**src/rtl/core_config_pkg.sv**
```systemverilog
// Core-wide configuration shared by the ALU operation blocks.
// Carries the datapath width and the sequential divider's state encoding.
package core_config_pkg;

    localparam int unsigned XLEN = 32;

    // Edges from start sampling to the valid pulse, counted inclusively
    // from the edge that launches start.
    localparam int unsigned DIV_LATENCY = XLEN + 2;

    typedef enum logic [1:0] {
        IDLE = 2'd0,
        CALC = 2'd1,
        FIX  = 2'd2
    } div_state_t;

endpackage

```
**src/rtl/radix2_divider_div_step.sv**
```systemverilog
// One restoring division iteration: shift the next dividend bit into the
// partial remainder, trial-subtract the divisor, keep or restore.
module div_step #(
    parameter int unsigned XLEN = 32
) (
    input  logic [XLEN:0]   p,
    input  logic            a_msb,
    input  logic [XLEN-1:0] b,
    output logic [XLEN:0]   p_next,
    output logic            q_bit
);

    logic [XLEN+1:0] shifted;
    logic [XLEN:0]   diff;

    // Trial subtract; the difference fits XLEN+1 bits whenever it is kept.
    always_comb begin
        shifted = {p, a_msb};
        q_bit   = (shifted >= {2'b00, b});
        diff    = shifted[XLEN:0] - {1'b0, b};
        p_next  = q_bit ? diff : shifted[XLEN:0];
    end

endmodule

```
**src/rtl/radix2_divider.sv**
```systemverilog
// Sequential radix-2 restoring divider for RV32M DIV/DIVU/REM/REMU.
// Optional build macro DIV_FAST_PATH_EN: divide-by-zero and signed overflow
// skip the iteration phase and finish two edges after start.
module radix2_divider
    import core_config_pkg::*;
#(
    parameter int unsigned XLEN = core_config_pkg::XLEN
) (
    input  logic            clk,
    input  logic            rst,
    input  logic            start,
    input  logic            op_signed,
    input  logic [XLEN-1:0] dividend,
    input  logic [XLEN-1:0] divisor,
    output logic            busy,
    output logic            valid,
    output logic [XLEN-1:0] quotient,
    output logic [XLEN-1:0] remainder
);

    localparam int unsigned CNT_W = $clog2(XLEN) + 1;
    localparam logic [XLEN-1:0] MIN_NEG = {1'b1, {(XLEN-1){1'b0}}};

    div_state_t      state;
    logic [XLEN-1:0] a_sh;
    logic [XLEN-1:0] b_reg;
    logic [XLEN-1:0] q_sh;
    logic [XLEN:0]   p;
    logic [XLEN:0]   p_next;
    logic            q_bit;
    logic [CNT_W-1:0] count;
    logic            neg_q;
    logic            neg_r;
    logic            is_div0;
    logic            is_ovf;

    logic            sa;
    logic            sb;
    logic [XLEN-1:0] mag_a;
    logic [XLEN-1:0] mag_b;
    logic            in_div0;
    logic            in_ovf;
    logic [XLEN-1:0] q_fix;
    logic [XLEN-1:0] r_fix;

    div_step #(.XLEN(XLEN)) u_step (
        .p      (p),
        .a_msb  (a_sh[XLEN-1]),
        .b      (b_reg),
        .p_next (p_next),
        .q_bit  (q_bit)
    );

    // Operand magnitudes, signs and special-case detection at the input.
    always_comb begin
        sa      = op_signed & dividend[XLEN-1];
        sb      = op_signed & divisor[XLEN-1];
        mag_a   = sa ? ('0 - dividend) : dividend;
        mag_b   = sb ? ('0 - divisor)  : divisor;
        in_div0 = (divisor == '0);
        in_ovf  = op_signed && (dividend == MIN_NEG) && (&divisor);
    end

    // Sign correction of the raw magnitude results.
    always_comb begin
        q_fix = neg_q ? ('0 - q_sh) : q_sh;
        r_fix = neg_r ? ('0 - p[XLEN-1:0]) : p[XLEN-1:0];
    end

    // Control FSM with the iteration datapath and registered results.
    always_ff @(posedge clk) begin
        if (rst) begin
            state     <= IDLE;
            busy      <= 1'b0;
            valid     <= 1'b0;
            quotient  <= '0;
            remainder <= '0;
            a_sh      <= '0;
            b_reg     <= '0;
            q_sh      <= '0;
            p         <= '0;
            count     <= '0;
            neg_q     <= 1'b0;
            neg_r     <= 1'b0;
            is_div0   <= 1'b0;
            is_ovf    <= 1'b0;
        end else begin
            valid <= 1'b0;
            case (state)
                IDLE: begin
                    if (start) begin
                        a_sh    <= mag_a;
                        b_reg   <= mag_b;
                        q_sh    <= '0;
                        count   <= '0;
                        neg_q   <= sa ^ sb;
                        neg_r   <= sa;
                        is_div0 <= in_div0;
                        is_ovf  <= in_ovf;
                        busy    <= 1'b1;
`ifdef DIV_FAST_PATH_EN
                        // Skipping CALC: preload |a| so divide-by-zero
                        // leaves the same remainder the iterations would.
                        if (in_div0 || in_ovf) begin
                            p     <= {1'b0, mag_a};
                            state <= FIX;
                        end else begin
                            p     <= '0;
                            state <= CALC;
                        end
`else
                        p     <= '0;
                        state <= CALC;
`endif
                    end
                end
                CALC: begin
                    p     <= p_next;
                    a_sh  <= {a_sh[XLEN-2:0], 1'b0};
                    q_sh  <= {q_sh[XLEN-2:0], q_bit};
                    count <= count + 1'b1;
                    if (count == CNT_W'(XLEN - 1)) begin
                        state <= FIX;
                    end
                end
                FIX: begin
                    if (is_div0) begin
                        quotient  <= '1;
                        remainder <= r_fix;
                    end else if (is_ovf) begin
                        quotient  <= MIN_NEG;
                        remainder <= '0;
                    end else begin
                        quotient  <= q_fix;
                        remainder <= r_fix;
                    end
                    valid <= 1'b1;
                    busy  <= 1'b0;
                    state <= IDLE;
                end
                default: begin
                    state <= IDLE;
                    busy  <= 1'b0;
                end
            endcase
        end
    end

endmodule

```
**config.mk**
```make
export PLATFORM = sky130hd
export DESIGN_NAME = radix2_divider
export DESIGN_NICKNAME = d
export VERILOG_FILES = /design/src/rtl/core_config_pkg.sv /design/src/rtl/radix2_divider_div_step.sv /design/src/rtl/radix2_divider.sv
export SDC_FILE = /design/constraint.sdc
export NUM_CORES = 1
export LEC_CHECK = 0
export CELL_PAD_IN_SITES_DETAIL_PLACEMENT = 2
export CELL_PAD_IN_SITES_GLOBAL_PLACEMENT = 2
export CORE_MARGIN = 2
export CORE_UTILIZATION = 30
export DETAILED_ROUTE_END_ITERATION = 8
export GPL_TIMING_DRIVEN = 1
export PLACE_DENSITY = 0.72
export SYNTH_ARGS = -nofsm -noshare
export SYNTH_HDL_FRONTEND = slang
export SYNTH_SLANG_ARGS = --single-unit
```
**constraint.sdc**
```tcl
create_clock -name clk -period 2.95 [get_ports clk]
set_input_delay 0.885 -clock clk [delete_from_list [all_inputs] [get_ports clk]]
set_output_delay 0.885 -clock clk [all_outputs]
set_load 0.01 [all_outputs]
```
Yosys cells after proc, flatten, opt, wreduce, memory -nomap -nowiden:

Index checks and enable logic that the tools add are counted.
W data, S select, Z words.

* $add $sub $neg: 6
* $lt $le $gt $ge: 1
* eq/ne operators: 6
* multiplexer cells: 23
* bitwise gates (word level): 4
* reductions and logical operators: 10

Operators with widths (count)
* $mux W32: 10
* $pmux W32 S2: 2
* $sub A1 B32 Y32 const A: 4
* $mux W33: 2
* $pmux W33 S2: 1
* $ge A34 B32 Y1: 1
* $sub A33 B32 Y33: 1
* $eq A32 B32 Y1 const B: 1
* $logic_not A32 Y1: 1
* $reduce_and A32 Y1: 1
* $pmux W6 S2: 1
* $reduce_and A2 Y1: 4
* $add A6 B1 Y6 const B: 1
* $eq A6 B5 Y1 const B: 1
* $mux W6: 1
* $mux W2: 2
* $ne A2 B2 Y1 const B: 2
* $pmux W2 S2: 1
* $and A1 B1 Y1: 2
* $eq A2 B1 Y1 const B: 1
* $eq A2 B2 Y1 const B: 1
* $logic_and A1 B1 Y1: 2
* $logic_not A2 Y1: 1
* $mux W1: 2
* 4 further kinds: 4

* flip-flop bits (word level): 207
* bits of input ports: 68
* output and inout bits: 66
* word-level logic and storage cells: 64

Logic depth before layout (Yosys ltp):

* depth after elaboration: 4
* gate-level depth with buffers: 14
* mapped depth without buffers: 13

Cells and area by module:

A second synthesis with hierarchy kept.

* cells, all modules: 1509
* area, all modules: 12478.2 um^2

By module, submodules not included
* radix2_divider: times used 1, cells an instance 1142, area an instance 9998.3 um^2, seq. area each 4144.0 um^2
* div_step: times used 1, cells an instance 367, area an instance 2479.9 um^2, seq. area each 0.0 um^2

Worst setup path after synthesis:

Ideal clock, no wire load.

* kind: register to register
* start: reg a_sh[31]
* end: reg p[31]
* library setup time: 0.127 ns
* arrival: 3.004 ns
* required time: 2.823 ns
* path slack: -0.181 ns
* cell stages (with the launch flop): 14
* path buffers: 0
* clock period less this slack: 3.131 ns
* path through: dfxtp_1 -> inv_1 -> ha_1 -> inv_1 -> fa_1 -> a211oi_1 -> o21bai_1 -> a211oi_1 -> o21ai_0 -> and3_1 -> a21oi_2 -> mux2i_1 -> o21ai_0 -> or3_1

* longest elaborated chain between the ends: 3
* elaborated cells between the ends (all ways): 4
* classes of those cells: add/sub (1); order compare (1); mux (2)

Ends and longest elaborated chain
* start: declaration: RTL line radix2_divider.sv:25 `logic [XLEN-1:0] a_sh;`
* start signal: assignment: RTL line radix2_divider.sv:92 `a_sh <= mag_a;`
* start signal: assignment: RTL line radix2_divider.sv:119 `a_sh <= {a_sh[XLEN-2:0], 1'b0};`
* $sub A33 B32 Y33 / $ge A34 B32 Y1 (equally long branches): RTL line radix2_divider_div_step.sv:20, radix2_divider_div_step.sv:19
* $mux W33 *: RTL line radix2_divider_div_step.sv:21 `p_next = q_bit ? diff : shifted[XLEN:0];`
* $pmux W33 S2 *: RTL line radix2_divider.sv:89 `case (state)`
* end signal: assignment: RTL line radix2_divider.sv:118 `p <= p_next;`
* end: declaration: RTL line radix2_divider.sv:28 `logic [XLEN:0] p;`

Every way passes the cells marked *; elsewhere a longest branch is shown, timed or not.
A chain may end at the register's enable or synchronous reset.

Worst setup path in the final report:

* start: reg a_sh[31]
* end: reg p[18]

The elaborated chain is that of the path after synthesis.

==> metrics <==
status=complete, but fails checks; failing checks=setup timing; row count=around 70; global route overflow=0; slowest CP cell=fa_2; max FFs per register=33; cells along the critical path=inv_2 -> ha_4 -> inv_2 -> fa_2 -> a211oi_4 -> o21bai_1 -> a211oi_2 -> o21ai_2 -> buf_4 -> buf_4 -> buf_4 -> buf_4 -> buf_4 -> xnor2_4 -> nor2_1 -> a21oi_1 -> o21ai_0; first-pass GRT wire length=72.1 mm; Syn-to-layout area delta=37.8%; Worst R2R Setup Slack=-0.10 ns; Reg power frac=0.196; Reg with most FFs=p; CP dominant cell by count=buf_4; hold_ws=approximately 0.44 ns; core area=around 0.039 sq mm; Tightest Pin Transition=0.911 ns; Power Total=0.0176 W; Post-synth top flop=dfxtp_1; crit-path max cell delay=around 0.36 ns; Metal-1 WL=about 21 mm; VDD IR max=0.745 mV; Clk network pwr share=0.163; DP HPWL=about 33 mm; final instance area=roughly 0.016 sq mm; max cap viols=0; Setup TNS=-0.420 ns; # IOs=about 130; Residual DRC=0; Sinks on Clock Net=roughly 210; Setup crit end kind=flip-flop; final setup violation count=9; Final WS setup=-0.101 ns; Hold Violations, Final=0; Pre-antenna DRT Iters=5; startpoint types=flip-flop; Tot GR Track Use=0.216; min-delay src=quotient[22]; Tcrit/Tclk final=1.03; n_diodes=0; clock latency on the worst-skew pair=~0.55 ns; input/output buffers=between 100 and 150; Die H=203 um; min cycle time layout=3.05 ns; TritonCTS Buffers=24; commonest non-fill, non-tap cells in the layout=buf_4 (207), dfxtp_1 (205), nand2_1 (153); WL met3=about 1.3 mm; Worst Hold Class=flip-flop to flip-flop; CP Launch Point=a_sh[31]; Net Switching=about 0.0077 W; die width=around 200 um; P_leak=approximately 6.5 nW; htree depth=1; wire length on met2=21.4 mm; Critical R2R Launch=a_sh[31]; clock transition at the registers of the reported paths=0.06 ns; Worst Skew=between 0.015 and 0.02 ns; vias in the first global route=~13000; Initial Utilization=0.305; commonest non-fill, non-tap cell in the layout=buf_4; Pwr per Cell Area=about 1100 mW/mm^2; FFs w/ async S/R, synth=0; initial DRC count=around 540; synthesized instance count=around 1500; # nets final=1874; RSZ-0062 raised after global routing=true; Yosys cell types=63; initial antenna violation count=0; Mapped Area=roughly 0.012 sq mm; Max Slew Vio Count=0; WP data arrival=~3.5 ns; Post-CTS Hold Fix Bufs=0; Final Util=0.421; Vias=12000; Max FO, Critical Path=2; Avg Cell Area, Syn=7.98 sq um; relative slew slack=0.392; combinational power share=0.642; layout cell share with drive strength beyond 1=0.193; EDFF count, synth=0; Clock Tree Buf Depth=3; CTS tree=yes; Final GP Congestion=~0.83; Detail Route Antenna Nets=0; Switching Share=0.437; register area share after synthesis=0.350; uppermost layer routed=met4; register bit count reported by yosys=approximately 210; critical path type=flip-flop to flip-flop; internal power=between 0.009 and 0.01 W; DIE AREA=0.0411 sq mm; worst path buffer plus inverter count=7; fmax=328 MHz; Crit path required time=3.36 ns; area of placed instances=0.0150 sq mm; post-DR wirelength/cell=19.5 um; root buf cell=clkbuf_16; Synth warnings=0; Via density=between 5 and 6; Mapped Nets=about 1600; WL final=44.8 mm; CP top delay family=compound AO/OA/AOI/OAI gates; pin count of the biggest net entering global routing=between 70 and 80
==> repair_timing <==
| action | 4_1_cts | 5_1_grt |
|---|---|---|
| buffers inserted | 23 | 2 |
| pin swaps | 13 | 19 |
| endpoints found under the setup margin | 36 | 52 |
| resized for setup | 37 | 73 |
==> routing by layer <==
| metal | GRT usage | vias up |
|---|---|---|
| li1 | - | 5895 |
| met4 | 0.0545 | 0 |
| met1 | 0.288 | 5899 |
| met5 | 0 | - |
| met3 | 0.0239 | 54 |
| met2 | 0.370 | 163 |
==> power groups by stage <==
stage / Combinational (W) / Sequential, W / Clock, W
floorplan: 0.00580 / 0.00345 / 0
global placement: 0.00903 / 0.00344 / 0
detailed placement: 0.00941 / 0.00347 / 0
CTS: 0.0104 / 0.00341 / 0.00294
global route: 0.0122 / 0.00346 / 0.00305
finish: 0.0113 / 0.00344 / 0.00286
==> metrics by stage <==
step / cells / worst slack, ns
2_1_floorplan: 1485 / -0.0276
3_3_place_gp: 2236 / -0.520
3_5_place_dp: 2236 / -0.617
4_1_cts: 2296 / -0.0251
5_1_grt: 2296 / -0.185
6_report: 2296 / -0.101
==> logic make-up (layout without fill, tap and decap cells) <==
| kind of cell | Yosys count | after routing | share of synthesized area |
|---|---|---|---|
| multiplexers | 8 | 8 | 0.00707 |
| AND/OR/NAND/NOR | 469 | 469 | 0.190 |
| XOR/XNOR | 138 | 138 | 0.102 |
| buffers and inverters | 149 | 442 | 0.0480 |
| AO/OA/AOI/OAI | 475 | 475 | 0.262 |
| flip-flops | 207 | 207 | 0.350 |
| adder cells (fa/ha/maj) | 39 | 39 | 0.0418 |
==> layout make-up <==
cell class | instances | area (sq um)
Clock buffer | 34 | 698
Clock inverter | 3 | 42.5
Fill cell | 4320 | 22500
Inverter | 55 | 206
Multi-Input combinational cell | 1129 | 7540
Sequential cell | 207 | 4150
Tap cell | 518 | 648
Timing Repair Buffer | 350 | 3040
==> final timing paths <==
path	endpoint	depth (start not counted)
setup / recovery	p[18]	17
hold / removal	quotient[22]	2
setup reg to reg	p[18]	17
hold reg to reg	quotient[22]	2
==> Yosys cell counts (10+ instances only) <==
master / number / area (sq um)
o31ai_1: 23 / 173
o41ai_1: 13 / 114
nor2_1: 142 / 533
nand2_1: 155 / 582
nor3_1: 29 / 145
a22o_1: 41 / 359
nand2b_1: 13 / 81.3
clkbuf_1: 78 / 293
a21oi_1: 125 / 626
dfxtp_1: 207 / 4140
nand4_1: 17 / 106
nand3_1: 19 / 95.1
ha_1: 38 / 475
a21o_1: 15 / 113
inv_1: 55 / 206
or4_1: 15 / 113
o21ai_0: 113 / 566
nor2b_1: 11 / 68.8
a211oi_1: 26 / 195
nor4_1: 16 / 100
xnor2_1: 92 / 806
a32oi_1: 10 / 87.6
xor2_1: 46 / 403
or3_1: 13 / 81.3
a22oi_1: 54 / 405
==> worst reg2reg max path: stages, from the launching register on <==
cell and delay (ns):
dfxtp_2 0.32, inv_2 0.06, ha_4 0.13, inv_2 0.04, fa_2 0.36, a211oi_4 0.31, o21bai_1 0.14, a211oi_2 0.29
o21ai_2 0.11, buf_4 0.15, buf_4 0.12, buf_4 0.12, buf_4 0.12, buf_4 0.14, xnor2_4 0.14, nor2_1 0.08
a21oi_1 0.16, o21ai_0 0.11
Note: power is estimated with default switching activity, not from simulation.
